File: config.mk
export PLATFORM = sky130hd
export DESIGN_NAME = audio_serializer
export DESIGN_NICKNAME = d
export VERILOG_FILES = /design/src/rtl/audio_pkg.sv /design/src/rtl/audio_serializer_bclk_edge_det.sv /design/src/rtl/audio_serializer.sv
export SDC_FILE = /design/constraint.sdc
export NUM_CORES = 1
export LEC_CHECK = 0
export ABC_AREA = 1
export CAP_MARGIN = 20
export CELL_PAD_IN_SITES_DETAIL_PLACEMENT = 1
export CELL_PAD_IN_SITES_GLOBAL_PLACEMENT = 2
export CORE_ASPECT_RATIO = 1.25
export CORE_MARGIN = 5
export CORE_UTILIZATION = 35
export DETAILED_ROUTE_END_ITERATION = 8
export DONT_BUFFER_PORTS = 1
export PLACE_DENSITY = 0.84
export SYNTH_ARGS = -nofsm -noshare
export SYNTH_HDL_FRONTEND = slang
export SYNTH_SLANG_ARGS = --single-unit
File: constraint.sdc
create_clock -name clk -period 2.5 [get_ports clk]
set_input_delay 0.5 -clock clk [delete_from_list [all_inputs] [get_ports clk]]
set_output_delay 0.5 -clock clk [all_outputs]
set_load 0.02 [all_outputs]
File: src/rtl/audio_pkg.sv
// Shared types and default sizes for the audio serial path.
// Used by audio_serializer and by the bit-clock edge detector.
package audio_pkg;

    // Default PCM width per channel and bit-clock periods per channel slot
    localparam int DEFAULT_DATA_W = 16;
    localparam int DEFAULT_SLOT_W = 32;

    // Serializer frame position: waiting for the first sample, or inside a slot
    typedef enum logic [1:0] {
        IDLE  = 2'd0,
        LEFT  = 2'd1,
        RIGHT = 2'd2
    } state_t;

endpackage

File: src/rtl/audio_serializer_bclk_edge_det.sv
// Bit-clock edge detector: registers the divided bit clock in the system
// clock domain and flags the single clk cycle of each rising/falling edge.
// The receive path will reuse the rise output.
module bclk_edge_det
    import audio_pkg::*;
(
    input  logic i_clk,
    input  logic i_reset,
    input  logic i_bclk,
    output logic o_rise,
    output logic o_fall
);

    logic r_bclk_q;

    // Delay the bit clock by one clk so edges can be seen as level changes
    always_ff @(posedge i_clk or posedge i_reset) begin
        if (i_reset) begin
            r_bclk_q <= 1'b0;
        end else begin
            r_bclk_q <= i_bclk;
        end
    end

    assign o_rise = ~r_bclk_q & i_bclk;
    assign o_fall = r_bclk_q & ~i_bclk;

endmodule

File: src/rtl/audio_serializer.sv
// audio_serializer: serialises stereo PCM samples to a codec, MSB first,
// shifting on each falling edge of the divided bit clock and driving LRCLK
// (0 = left slot, 1 = right slot). Samples enter through a one-entry
// valid/ready buffer; a frame that starts with that buffer empty sends zeros
// and pulses underrun.
// Optional build macro I2S_ONE_BIT_DELAY_EN: adds one bit-clock of delay on
// the serial data (Philips I2S). Left undefined, timing is left-justified.
module audio_serializer
    import audio_pkg::*;
#(
    parameter int DATA_W = DEFAULT_DATA_W,
    parameter int SLOT_W = DEFAULT_SLOT_W
) (
    input  logic              clk,
    input  logic              reset,
    input  logic              bclk_in,
    input  logic [DATA_W-1:0] l_data,
    input  logic [DATA_W-1:0] r_data,
    input  logic              sample_valid,
    output logic              sample_ready,
    output logic              sdata_out,
    output logic              lrclk_out,
    output logic              frame_start,
    output logic              underrun
);

    localparam int               CNT_W    = $clog2(SLOT_W);
    localparam int               PAD_W    = SLOT_W - DATA_W;
    localparam logic [CNT_W-1:0] LAST_BIT = CNT_W'(SLOT_W - 1);

    logic              w_fall;
    logic              w_unused_bclk_rise;
    logic              w_write;
    logic              w_slot_end;
    logic              w_frame_boundary;
    logic              w_drain;
    logic [SLOT_W-1:0] w_load_l;
    logic [SLOT_W-1:0] w_load_r;

    logic              r_buf_full;
    logic [DATA_W-1:0] r_buf_l;
    logic [DATA_W-1:0] r_buf_r;
    state_t            r_state;
    logic [CNT_W-1:0]  r_bit_cnt;
    logic [SLOT_W-1:0] r_shift_l;
    logic [SLOT_W-1:0] r_shift_r;
    logic              r_sdata;
    logic              r_lrclk;
    logic              r_frame_start;
    logic              r_underrun;

    bclk_edge_det u_edge (
        .i_clk   (clk),
        .i_reset (reset),
        .i_bclk  (bclk_in),
        .o_rise  (w_unused_bclk_rise),
        .o_fall  (w_fall)
    );

    // Samples are left-aligned in the slot; bits beyond DATA_W go out as zero
    assign w_load_l = SLOT_W'(r_buf_l) << PAD_W;
    assign w_load_r = SLOT_W'(r_buf_r) << PAD_W;

    assign w_write          = sample_valid & ~r_buf_full;
    assign w_slot_end       = (r_bit_cnt == LAST_BIT);
    assign w_frame_boundary = w_fall & ((r_state == IDLE) | ((r_state == RIGHT) & w_slot_end));
    assign w_drain          = w_frame_boundary & r_buf_full;

    // One-entry sample buffer; ready is low while full so a write and a drain never meet
    always_ff @(posedge clk or posedge reset) begin
        if (reset) begin
            r_buf_full <= 1'b0;
            r_buf_l    <= '0;
            r_buf_r    <= '0;
        end else if (w_write) begin
            r_buf_full <= 1'b1;
            r_buf_l    <= l_data;
            r_buf_r    <= r_data;
        end else if (w_drain) begin
            r_buf_full <= 1'b0;
        end
    end

    // Frame sequencer: loads frames, shifts bits and toggles LRCLK on bit-clock falls
    always_ff @(posedge clk or posedge reset) begin
        if (reset) begin
            r_state       <= IDLE;
            r_bit_cnt     <= '0;
            r_shift_l     <= '0;
            r_shift_r     <= '0;
            r_sdata       <= 1'b0;
            r_lrclk       <= 1'b0;
            r_frame_start <= 1'b0;
            r_underrun    <= 1'b0;
        end else begin
            r_frame_start <= 1'b0;
            r_underrun    <= 1'b0;
            if (w_fall) begin
                case (r_state)
                    IDLE: begin
                        if (r_buf_full) begin
                            r_shift_l     <= w_load_l;
                            r_shift_r     <= w_load_r;
                            r_sdata       <= w_load_l[SLOT_W-1];
                            r_lrclk       <= 1'b0;
                            r_bit_cnt     <= '0;
                            r_frame_start <= 1'b1;
                            r_state       <= LEFT;
                        end else begin
                            r_sdata <= 1'b0;
                        end
                    end
                    LEFT: begin
                        if (w_slot_end) begin
                            r_lrclk   <= 1'b1;
                            r_bit_cnt <= '0;
                            r_sdata   <= r_shift_r[SLOT_W-1];
                            r_state   <= RIGHT;
                        end else begin
                            r_bit_cnt <= r_bit_cnt + 1'b1;
                            r_sdata   <= r_shift_l[SLOT_W-2];
                            r_shift_l <= r_shift_l << 1;
                        end
                    end
                    RIGHT: begin
                        if (w_slot_end) begin
                            r_lrclk   <= 1'b0;
                            r_bit_cnt <= '0;
                            r_state   <= LEFT;
                            if (r_buf_full) begin
                                r_shift_l     <= w_load_l;
                                r_shift_r     <= w_load_r;
                                r_sdata       <= w_load_l[SLOT_W-1];
                                r_frame_start <= 1'b1;
                            end else begin
                                r_shift_l  <= '0;
                                r_shift_r  <= '0;
                                r_sdata    <= 1'b0;
                                r_underrun <= 1'b1;
                            end
                        end else begin
                            r_bit_cnt <= r_bit_cnt + 1'b1;
                            r_sdata   <= r_shift_r[SLOT_W-2];
                            r_shift_r <= r_shift_r << 1;
                        end
                    end
                    default: begin
                        r_state <= IDLE;
                    end
                endcase
            end
        end
    end

`ifdef I2S_ONE_BIT_DELAY_EN
    logic r_sdata_dly;

    // Hold each bit for one extra bit-clock so the MSB trails the LRCLK edge
    always_ff @(posedge clk or posedge reset) begin
        if (reset) begin
            r_sdata_dly <= 1'b0;
        end else if (w_fall) begin
            r_sdata_dly <= r_sdata;
        end
    end

    assign sdata_out = r_sdata_dly;
`else
    assign sdata_out = r_sdata;
`endif

    assign sample_ready = ~r_buf_full;
    assign lrclk_out    = r_lrclk;
    assign frame_start  = r_frame_start;
    assign underrun     = r_underrun;

endmodule

=== Word-level counts from Yosys, hierarchy flattened ===
Cells that the tools add are included.

* Output and inout bits: 5
* Logic and storage cells: 74
* Bits of input ports: 36
* Bits in registers: 108

* Equal/unequal tests: 7
* Mux-type cells: 34
* Reductions and logical operators: 12
* Add/subtract/negate cells: 1
* Bitwise logic cells: 8

{| class="wikitable"
|+ Operator list
! kind !! count
|-
| $mux W31 || 4
|-
| $mux W32 || 3
|-
| $pmux W31 S3 || 1
|-
| $pmux W32 S2 || 1
|-
| $mux W1 || 15
|-
| $mux W5 || 2
|-
| $pmux W5 S2 || 1
|-
| $reduce_and A5 Y1 || 2
|-
| $ne A2 B2 Y1 const B || 4
|-
| $mux W2 || 3
|-
| $pmux W1 S3 || 2
|-
| $pmux W2 S3 || 1
|-
| $reduce_and A3 Y1 || 2
|-
| $reduce_bool A2 Y1 || 3
|-
| $add A5 B1 Y5 const B || 1
|-
| $and A1 B1 Y1 || 5
|-
| $eq A5 B5 Y1 const B || 1
|-
| $reduce_and A4 Y1 || 1
|-
| $reduce_bool A3 Y1 || 1
|-
| $eq A2 B1 Y1 const B || 1
|-
| $eq A2 B2 Y1 const B || 1
|-
| $logic_not A2 Y1 || 1
|-
| $not A1 Y1 || 2
|-
| $pmux W1 S2 || 1
|-
| other kinds (3) || 3
|}

=== Logic depth before layout (Yosys ltp) ===
* Depth in word-level cells: 7
* Depth in mapped cells: 12
* Gate-level depth less buffers: 11

=== Modules after synthesis ===
Synthesis repeated with hierarchy kept, for this count alone.

* Cell total of the unflattened synthesis: 400
* Area, all modules: 3,475.8 sq um

{| class="wikitable"
|+ By module, submodules not included
! module !! times used !! area an instance (sq um) !! seq. area each (sq um) !! cells each
|-
| audio_serializer || 1 || 3,432.0 || 1,876.8 || 394
|-
| bclk_edge_det || 1 || 43.8 || 25.0 || 6
|}

=== Worst setup path before layout ===
Ideal clock, no wire load.

* Path type: register to register
* Start point: register r_bit_cnt[0]
* End point: register r_shift_l[24]
* Clock period less this slack: 1.727 ns
* Setup time: 0.117 ns
* Data arrival time: 1.610 ns
* Buffers on the path: 1
* Setup slack: 0.773 ns
* Cell stages (with the launch flop): 12
* Data required time: 2.383 ns
* Cells stage by stage: dfrtp_1 > ha_1 > nand2_1 > nor2_1 > ha_1 > nor2_1 > nor2_4 > nand2_4 > clkinv_4 > buf_6 > nand2_1 > nand2_1

* Word-level cells in the longest chain between the ends: 3
* Elaborated cells on any way between the ends: 4
* Those cells by class: eq/ne: 3; reduce/logical: 1

{| class="wikitable"
|+ RTL lines
! element !! line !! source
|-
| from (decl) || audio_serializer.sv:44 || <nowiki>logic [CNT_W-1:0] r_bit_cnt;</nowiki>
|-
| from (signal assigned) || audio_serializer.sv:120 || <nowiki>r_bit_cnt <= r_bit_cnt + 1'b1;</nowiki>
|-
| from (signal assigned) || audio_serializer.sv:142 || <nowiki>r_bit_cnt <= r_bit_cnt + 1'b1;</nowiki>
|-
| $eq A5 B5 Y1 (*) || audio_serializer.sv:65 || <nowiki>assign w_slot_end = (r_bit_cnt == LAST_BIT);</nowiki>
|-
| $ne A2 B2 Y1 (no source line) || n/a ||
|-
| $reduce_and A5 Y1 (no source line) (*) || n/a ||
|-
| to (signal assigned) || audio_serializer.sv:102 || <nowiki>r_shift_l <= w_load_l;</nowiki>
|-
| to (signal assigned) || audio_serializer.sv:122 || <nowiki>r_shift_l <= r_shift_l << 1;</nowiki>
|-
| to (signal assigned) || audio_serializer.sv:131 || <nowiki>r_shift_l <= w_load_l;</nowiki>
|-
| to (decl) || audio_serializer.sv:45 || <nowiki>logic [SLOT_W-1:0] r_shift_l;</nowiki>
|}

Mark *: on every way between the ends. The rest lies on a longest branch, timed or not.
A chain may end at the register's enable or synchronous reset.

=== Final worst setup path ===
* Start point: register r_bit_cnt[0]
* End point: register r_shift_r[19]

* Word-level cells in the longest chain between the ends: 3

{| class="wikitable"
|+ RTL lines
! element !! line !! source
|-
| $eq A5 B5 Y1 || audio_serializer.sv:65 ||
|-
| $mux W32 || audio_serializer.sv:126 || <nowiki>if (w_slot_end) begin</nowiki>
|-
| $pmux W32 S2 || audio_serializer.sv:99 || <nowiki>case (r_state)</nowiki>
|-
| to (signal assigned) || audio_serializer.sv:103 || <nowiki>r_shift_r <= w_load_r;</nowiki>
|-
| to (signal assigned) || audio_serializer.sv:132 || <nowiki>r_shift_r <= w_load_r;</nowiki>
|-
| to (signal assigned) || audio_serializer.sv:144 || <nowiki>r_shift_r <= r_shift_r << 1;</nowiki>
|-
| to (decl) || audio_serializer.sv:46 || <nowiki>logic [SLOT_W-1:0] r_shift_r;</nowiki>
|}

No other way between the ends.

==> results_dict.tcl <==
set metrics [dict create \
    ys_seq_area_share_pct 53.60 \
    routed_wl_um 8011 \
    synth_seq_cells 76 \
    clock_latency_ps 330 \
    setup_viol 0 \
    status "finished, final reports clean" \
    num_io_pins 41 \
    clock_sinks 76 \
    rr_worst_depth 9 \
    synth_most_common_cell "nand2_1" \
    place_hpwl_um 5763 \
    cp_data_required_time_ps 2710 \
    route.detailed.drc 0 \
    finalPower_w 0.004703 \
    num_rows 41 \
    drive_gt1_share_pct 12.62 \
    initial_core_util_pct 35.47 \
    relSlewSlack_pct 58.03 \
    worstMarginPinSlew_ps 628.7 \
    h-tree-depth 3 \
    drt_first_pass_iters 4 \
    p_leak_nw 2.030 \
    peakVddDrop_mv 0.3832 \
    synth_edf_count 0 \
    antenna_found_initial 0 \
    crit_path_start_kind "register" \
    cts_hold_buf 0 \
    grt_max_degree 34 \
    yosysTopAreaCellShare_pct 53.60 \
    arrival_ps 2150 \
    fmax_mhz 514.7 \
    clk_path_buf_depth 2 \
    synthArstFlopShare_pct 100.0 \
    rsz0062_at_grt "false" \
    gp_congestion 0.7649 \
    setup_tns_ps 0 \
    die_area_sq_um 12260 \
    synthCells 408 \
    grt_pass1_vias 2878 \
    min_path_type "in -> async" \
    core_sq_um 10000 \
    vias_per_cell 4.821 \
    hold_viol_final 0 \
    placed_area_sq_um 3732 \
    slew_viol_final 0 \
    synth_commonest_cells "116 x nand2_1, 76 x dfrtp_1, 45 x inv_1, 34 x nand3_1, 34 x o21ai_0" \
    dp_slack_ps 536.6 \
    num_vias 2647 \
    post_cts_buffers 0 \
    num_antenna_cells 0 \
    fp.dieW_um 100.1 \
    yosys.area.top_type "dfrtp_1" \
    area_growth_pct 13.82 \
    ant_nets 0 \
    cap_violations 0 \
    synth_area_leaders "dfrtp_1 54%, nand2_1 12%, nand3_1 4.8%" \
    netlist_area_sq_um 3548 \
    synthFlopType "dfrtp_1" \
    grt_first_pass_wirelength_um 14040 \
    end_kind "register" \
    syn_nets 451 \
    cts_inserted_buffers 9 \
    grt_overflow_total 0 \
    crit_path_max_fanout 6 \
    port_buffers 0 \
    finalCritPeriodShare_pct 77.71 \
    die_h_um 122.6 \
    cts_resized 0 \
    powerDensity_nw_per_um2 1164 \
    yosysUniqueCellTypes 25 \
    finalWorstSetupSlack_ps 557.2 \
    fin_worst_skew_ps 8.195 \
    avgSynthCellArea_sq_um 8.697 \
    fin_nets 459 \
    cts_root_buffer "clkbuf_16" \
    critPathKind "reg -> reg" \
    clkTransAtPathRegs_ps 60 \
    gr-usage-all-layers_pct 14.68 \
    post_drt_wl_per_cell_um 14.59 \
    finalCriticalPeriod_ps 1943 \
    drt_iter0_markers 104 \
    stdcell_area_sq_um 4039 \
    tritoncts "yes" \
    yosysWarnings 0 \
]
[routing by layer]
metal / vias up / wire [um] / track usage [%]
met3: 13 / 162 / 2.274
met4: 0 / 196 / 7.582
met2: 32 / 4131 / 24.96
li1: 1311 / - / -
met1: 1291 / 3520 / 17.97
met5: - / 0 / 0
[where the power goes]
part           switching [W]  total (W)  internal, W
registers           0.000257    0.00202      0.00176
logic               0.000820    0.00134     0.000518
clock network       0.000483    0.00135     0.000864
[final timing paths]
path	end	slack [ps]	startpoint
setup / recovery	r_shift_r[19]$_DFFE_PP0P_	560	r_bit_cnt[0]$_DFFE_PP0P_
hold / removal	r_buf_l[14]$_DFFE_PP0P_	130	reset
setup reg to reg	r_shift_r[19]$_DFFE_PP0P_	560	r_bit_cnt[0]$_DFFE_PP0P_
hold reg to reg	r_shift_r[24]$_DFFE_PP0P_	480	r_shift_r[24]$_DFFE_PP0P_
max in group asynchronous	r_buf_r[6]$_DFFE_PP0P_	1710	reset
min in group clk	u_edge.r_bclk_q$_DFF_PP0_	190	bclk_in
[sequential cells by signal, indices dropped and copies added, names as in the netlist]
name and flops:
r_state 2, r_shift_l 15, r_shift_r 16, frame_start 1, r_buf_l 16, r_buf_r 16
underrun 1, r_buf_full 1, u_edge.r_bclk_q 1, lrclk_out 1, r_bit_cnt 5, sdata_out 1
[worst max-delay path, stage by stage, from the launching register on]
cell and delay, ps:
dfrtp_1 390, ha_1 210, nand2_1 80, nor2_1 60, ha_1 220, a21oi_1 410, buf_4 230, o21ai_0 80
nand2_1 60, o21ai_0 80
[logic make-up after synthesis]
kind of cell	count (synthesis)	share of synthesized area (%)
and+or+nand+nor	186	22.67
DFF	76	53.60
buffers and inverters	63	7.545
AOI/OAI and AO/OA	60	8.710
muxes	15	4.760
adders and majority gates	7	2.468
xor gates and xnor gates	1	0.2469
[cell type report]
cell class	instances	area (sq um)
inverter	48	185.2
tap	129	161.4
clock buffer	10	229.0
multi-input combinational	269	1381
timing repair buffer	12	102.6
sequential	76	1902
clock inverter	5	77.57
fill	1185	5964
[metrics by stage]
step                      hold WS, ps  std cells  utilization [%]
after CTS                       138.8        549            40.38
after floorplan                 448.8        408                -
after global routing            177.7        549            40.38
final                           128.4        549            40.38
after detailed placement        465.6        534            37.31
after global placement          462.6        534            37.31
[cells in the final DEF, fill, tap and decap left out, drive strengths merged]
cell and instances:
mux2 15, nand3 34, dfrtp 76, inv 46
a211oi 1, clkinvlp 1, nand4 2, or2 1
o21ai 35, buf 12, clkinv 4, nor2 28
bufinv 2, nand2 119, a21oi 22, xor2 1
clkbuf 10, ha 7, nor3 2, o22ai 2
(Power assumes the default switching activity.)
